`config.mk`:
```
export PLATFORM = sky130hd
export DESIGN_NAME = imem_loader
export DESIGN_NICKNAME = d
export VERILOG_FILES = /design/src/rtl/isa_mem_pkg.sv /design/src/rtl/imem_loader_ptr.sv /design/src/rtl/imem_loader.sv
export SDC_FILE = /design/constraint.sdc
export NUM_CORES = 1
export LEC_CHECK = 0
export CORE_UTILIZATION = 30
export DETAILED_ROUTE_END_ITERATION = 8
export PLACE_DENSITY = 0.62
export RECOVER_POWER = 25
export SETUP_SLACK_MARGIN = 0.05
export SLEW_MARGIN = 15
export SYNTH_ARGS = -nofsm -noshare
export SYNTH_HDL_FRONTEND = slang
export SYNTH_HIERARCHICAL = 1
export SYNTH_SLANG_ARGS = --single-unit
```
`constraint.sdc`:
```
create_clock -name clk -period 4 [get_ports clk]
set_clock_uncertainty 0.1 [all_clocks]
set_input_delay 0.8 -clock clk [delete_from_list [all_inputs] [get_ports clk]]
set_output_delay 0.8 -clock clk [all_outputs]
set_load 0.02 [all_outputs]
```
`src/rtl/isa_mem_pkg.sv`:
```
// isa_mem_pkg: definitions shared by the instruction-memory loader and the
// imem bench.
//   loader_state_t : loader FSM states (IDLE, LOAD, DONE)
//   IMEM_WIDTH     : default imem word width in bits
//   IMEM_SIZE      : default imem depth in words (need not be a power of two)
package isa_mem_pkg;

  typedef enum logic [1:0] {
    IDLE = 2'd0,
    LOAD = 2'd1,
    DONE = 2'd2
  } loader_state_t;

  localparam int unsigned IMEM_WIDTH = 32;
  localparam int unsigned IMEM_SIZE  = 23;

endpackage : isa_mem_pkg

```
`src/rtl/imem_loader_ptr.sv`:
```
// imem_loader_ptr: word address pointer and word counter for imem_loader.
// The pointer stops at SIZE-1 and never wraps. The counter saturates at SIZE.
//   clk     : clock, rising edge
//   reset   : synchronous active-high reset
//   clear   : return pointer and count to zero (start of a new load)
//   advance : one word accepted this cycle
//   ptr     : address of the next word to be written
//   count   : words written so far in this load (0..SIZE)
//   last    : pointer sits at SIZE-1
module imem_loader_ptr #(
  parameter  int SIZE = 23,
  localparam int AW   = $clog2(SIZE)
) (
  input  logic          clk,
  input  logic          reset,
  input  logic          clear,
  input  logic          advance,
  output logic [AW-1:0] ptr,
  output logic [AW:0]   count,
  output logic          last
);

  localparam logic [AW-1:0] LAST_PTR = AW'(SIZE - 1);
  localparam logic [AW:0]   FULL_CNT = (AW + 1)'(SIZE);

  assign last = (ptr == LAST_PTR);

  always_ff @(posedge clk) begin
    if (reset || clear) begin
      ptr   <= '0;
      count <= '0;
    end else if (advance) begin
      if (!last) begin
        ptr <= ptr + AW'(1);
      end
      if (count != FULL_CNT) begin
        count <= count + (AW + 1)'(1);
      end
    end
  end

endmodule : imem_loader_ptr

```
`src/rtl/imem_loader.sv`:
```
// imem_loader: accepts a valid/ready word stream and writes it into the imem
// write port at consecutive word addresses starting from 0.
// Optional feature macro: IMEM_LOADER_CHECKSUM_EN adds a 'checksum' output,
// the modulo-2^WIDTH sum of all words accepted since the last start.
//   clk      : clock, rising edge
//   reset    : synchronous active-high reset
//   start    : one-cycle pulse, begin a load at address 0 (ignored in LOAD)
//   s_valid  : stream word valid
//   s_data   : stream word
//   s_last   : final word of the program, qualified by s_valid
//   s_ready  : loader accepts a word this cycle (high only in LOAD)
//   mem_we   : imem write enable, one cycle after each accept
//   mem_addr : imem word address
//   mem_wd   : imem write data
//   busy     : load in progress
//   done     : load finished
//   overflow : sticky, stream ran past SIZE words
//   count    : words written in the current or last load
//   checksum : (IMEM_LOADER_CHECKSUM_EN only) sum of accepted words
module imem_loader
  import isa_mem_pkg::*;
#(
  parameter  int WIDTH = IMEM_WIDTH,
  parameter  int SIZE  = IMEM_SIZE,
  localparam int AW    = $clog2(SIZE)
) (
  input  logic             clk,
  input  logic             reset,
  input  logic             start,
  input  logic             s_valid,
  input  logic [WIDTH-1:0] s_data,
  input  logic             s_last,
  output logic             s_ready,
  output logic             mem_we,
  output logic [AW-1:0]    mem_addr,
  output logic [WIDTH-1:0] mem_wd,
  output logic             busy,
  output logic             done,
  output logic             overflow,
`ifdef IMEM_LOADER_CHECKSUM_EN
  output logic [WIDTH-1:0] checksum,
`endif
  output logic [AW:0]      count
);

  loader_state_t state;
  logic          accept;
  logic          launch;
  logic [AW-1:0] ptr;
  logic          ptr_last;

  // Handshake flags decode only the state register, so s_ready never
  // depends on s_valid.
  assign s_ready = (state == LOAD);
  assign busy    = (state == LOAD);
  assign done    = (state == DONE);
  assign accept  = s_valid && s_ready;
  assign launch  = start && (state != LOAD);

  imem_loader_ptr #(
    .SIZE(SIZE)
  ) u_ptr (
    .clk    (clk),
    .reset  (reset),
    .clear  (launch),
    .advance(accept),
    .ptr    (ptr),
    .count  (count),
    .last   (ptr_last)
  );

  always_ff @(posedge clk) begin
    if (reset) begin
      state    <= IDLE;
      mem_we   <= 1'b0;
      mem_addr <= '0;
      mem_wd   <= '0;
      overflow <= 1'b0;
    end else begin
      mem_we <= accept;
      if (accept) begin
        mem_addr <= ptr;
        mem_wd   <= s_data;
      end
      case (state)
        IDLE, DONE: begin
          if (start) begin
            state    <= LOAD;
            overflow <= 1'b0;
          end
        end
        LOAD: begin
          if (accept) begin
            if (s_last) begin
              state <= DONE;
            end else if (ptr_last) begin
              // Memory is full and the program has not ended.
              state    <= DONE;
              overflow <= 1'b1;
            end
          end
        end
        default: state <= IDLE;
      endcase
    end
  end

`ifdef IMEM_LOADER_CHECKSUM_EN
  always_ff @(posedge clk) begin
    if (reset || launch) begin
      checksum <= '0;
    end else if (accept) begin
      checksum <= checksum + s_data;
    end
  end
`endif

endmodule : imem_loader

```
==> metrics.md <==
| Metric | Value |
|---|---|
| Status | `finished, violations left` |
| Failing checks | `design-rule violations` |
| Final Net Count | `361` |
| Net Count, Synth | `between 200 and 300` |
| Vias | `1851` |
| Via density | `4.64` |
| Reg2reg end | `u_ptr/count[3]` |
| Setup CP Type | `in2reg` |
| Arr. time, crit path | `2.89 ns` |
| Worst Reg-to-Reg Cells | `5` |
| Slew @ Worst Pin | `0.899 ns` |
| CP endpoint kind | `register` |
| Vias in the first global route | `approximately 1800` |
| Met1 Usage GRT | `0.167` |
| Initial DRC count | `64` |
| Initial Utilization | `0.317` |
| Fmax | `0.363 GHz` |
| Min-Delay Path Depth | `2` |
| Post-CTS setup buffer count | `0` |
| Hold endpoint | `mem_wd[6]` |
| GRT Max-Usage Layer | `met2` |
| DRC viols | `5` |
| Worst r2r src | `state[0]` |
| Critical-path maximum fanout | `39` |
| Post-Syn Area | `2060 sq um` |
| Sink Count | `52` |
| Routed WL | `4770 microns` |
| Reported max-cap violation count | `0` |
| Met3 usage | `0.0409` |
| Cts-stage hold buffer count | `0` |
| Slew margin rel. | `0.400` |
| P_leak | `between 1 and 1.5 nW` |
| Clock buffer depth | `2` |
| DRT antenna net count | `0` |
| Worst setup SP type | `input port` |
| Largest net degree at the start of global routing | `46` |
| PwrDens | `about 340 nW/um^2` |
| Synth-to-Final Area Change | `45.8%` |
| Synth Register Bits | `52` |
| Worst hold start | `mem_wd[6]` |
| Ports | `85` |
| Die width | `84.9 microns` |
| # rows | `29` |
| Gr ovfl total | `0` |
| Fin crit period | `2.75 ns` |
| Flop2flop setup slack | `1.86 ns` |
| Post-cts resize count | `0` |
| RePlAce Congestion | `around 0.73` |
| Post-synthesis cell type count | `35` |
| Global-route wire length before repair | `7880 microns` |
| Cells after synthesis | `245` |
| Fillcell total | `664` |
| Port buffer count | `between 80 and 90` |
| N_diodes | `0` |
| Antenna violations before repair | `0` |
| Warnings from Yosys | `6` |
| Clock Latency Late Sink | `0.29 ns` |
| Final TNS setup | `0 ns` |
| CP required | `4.13 ns` |
| Register area share after synthesis | `0.505` |
| Post-route cell area | `3000 sq um` |
| Count of final hold-check violations | `0` |
| Mean post-synth cell area | `8.41 sq um` |
| DR WL/cell | `12.0 microns` |
| Met2 usage | `0.220` |
| Worst-path clk slew | `0.09 ns` |
| Hold Crit Class | `reg2reg` |
| Maximum vdd drop | `148 uV` |
| Total GRT Usage | `0.133` |
| Htree depth | `2` |
| Die Area | `7200 sq um` |
| Core footprint | `6490 sq um` |
| DRT Pass-1 Iters | `7` |
| Total CTS buffers | `5` |
| RSZ-0062 raised after global routing | `false` |
| Slew Limit Fails | `0` |
| Placed standard-cell area | `roughly 2900 sq um` |
| Final setup viols | `0` |
| Die extent in y | `84.9 microns` |
| Layout cell share with drive strength beyond 1 | `0.0745` |
| CTS tree | `built` |
| Root buf cell | `clkbuf_8` |
| HPWL after DPL | `about 3200 microns` |
| Fin crit share | `0.688` |
-- layout by cell type (no fill, tap or decap), drive strengths merged, types with 4 or more instances in the layout --
cell           Yosys  layout
nand3              6       6
o21ai              4       4
nor2               7       7
a21oi             45      45
nand2             77      77
inv                5       5
dfxtp             52      52
clkdlybuf4s50      0      61
dlygate4sd3        0      22
clkbuf             5       6
-- flip-flops by register name, summed over array words and instances (netlist names) --
signal / flops
u_ptr/count: 6
mem_wd: 32
overflow: 1
state: 2
mem_we: 1
u_ptr/ptr: 5
mem_addr: 5
-- cells in the mapped netlist (all sizes together) --
cell type / number / share of area
nor3b: 1 / 0.0036
nor2b: 3 / 0.0091
o211ai: 2 / 0.0073
ha: 3 / 0.018
mux2i: 2 / 0.0097
nor3: 3 / 0.0073
nand3b: 2 / 0.013
a21oi: 45 / 0.13
a31oi: 1 / 0.0030
nand3: 6 / 0.015
or2: 1 / 0.0030
nand2b: 1 / 0.0030
dfxtp: 52 / 0.51
or3: 3 / 0.0091
nand4: 2 / 0.0061
o31a: 1 / 0.0049
nor2: 7 / 0.013
clkinv: 1 / 0.0024
o21ai: 4 / 0.0097
or4b: 1 / 0.0049
o41ai: 1 / 0.0043
inv: 5 / 0.0091
nand2: 77 / 0.14
and2b: 1 / 0.0036
clkbuf: 5 / 0.0091
a311oi: 1 / 0.0043
nand4b: 1 / 0.0043
buf: 11 / 0.041
xor2: 2 / 0.0085
-- routing by layer --
layer  wire length (microns)  vias up
met5                       0        -
met4                      38        0
met3                     286        4
met2                    2190       53
met1                    2260      836
li1                        -      958
-- metrics by stage --
stage          instances   util  total power [mW]  setup WS [ns]  hold WS [ns]
2_1_floorplan        245      -             0.627           2.05         0.357
3_3_place_gp         391  0.446             0.696          0.944         0.343
3_5_place_dp         391  0.446             0.696          0.914         0.347
4_1_cts              399  0.462              1.05           1.23         0.360
5_1_grt              399  0.462              1.08           1.05         0.381
6_report             399  0.462              1.03           1.25         0.356
-- power by group --
group | internal (mW) | switching (mW)
combinational | 0.0685 | 0.0692
clock | 0.186 | 0.164
sequential | 0.533 | 0.00862
-- worst max-delay path: stages --
cell	delay, ns
clkdlybuf4s50_1	0.54
nand3b_4	0.39
clkinv_2	0.37
nand3_1	0.17
or4b_1	0.48
a21oi_1	0.13
-- logic make-up (layout without fill, tap and decap cells) --
| family | Yosys count | count (layout) | synth area share |
|---|---|---|---|
| and+or+nand+nor | 109 | 109 | 0.235 |
| AOI/OAI and AO/OA | 55 | 55 | 0.161 |
| DFF | 52 | 52 | 0.505 |
| buffers and inverters | 22 | 99 | 0.0620 |
| adders and majority gates | 3 | 3 | 0.0182 |
| xor gates and xnor gates | 2 | 2 | 0.00851 |
| muxes | 2 | 2 | 0.00972 |
-- cell type report --
class	instances	area (sq um)	share of cell area
Timing Repair Buffer	85	843	0.281
Clock inverter	2	35.0	0.0117
Tap cell	77	96.3	0.0321
Clock buffer	6	72.6	0.0242
Sequential cell	52	1040	0.347
Multi-Input combinational cell	171	891	0.297
Inverter	6	23.8	0.00792
-- worst max path at each step --
stage                           to  slack, ns  cells after the start  startpoint
floorplan           u_ptr/count[3]       2.05                      6     s_valid
global placement    u_ptr/count[3]       0.94                      6     s_valid
detailed placement  u_ptr/count[3]       0.91                      6     s_valid
CTS                 u_ptr/count[3]       1.23                      6     s_valid
global route        u_ptr/count[3]       1.05                      6     s_valid
finish              u_ptr/count[3]       1.25                      6     s_valid
Power figures use the tool's default switching activity.
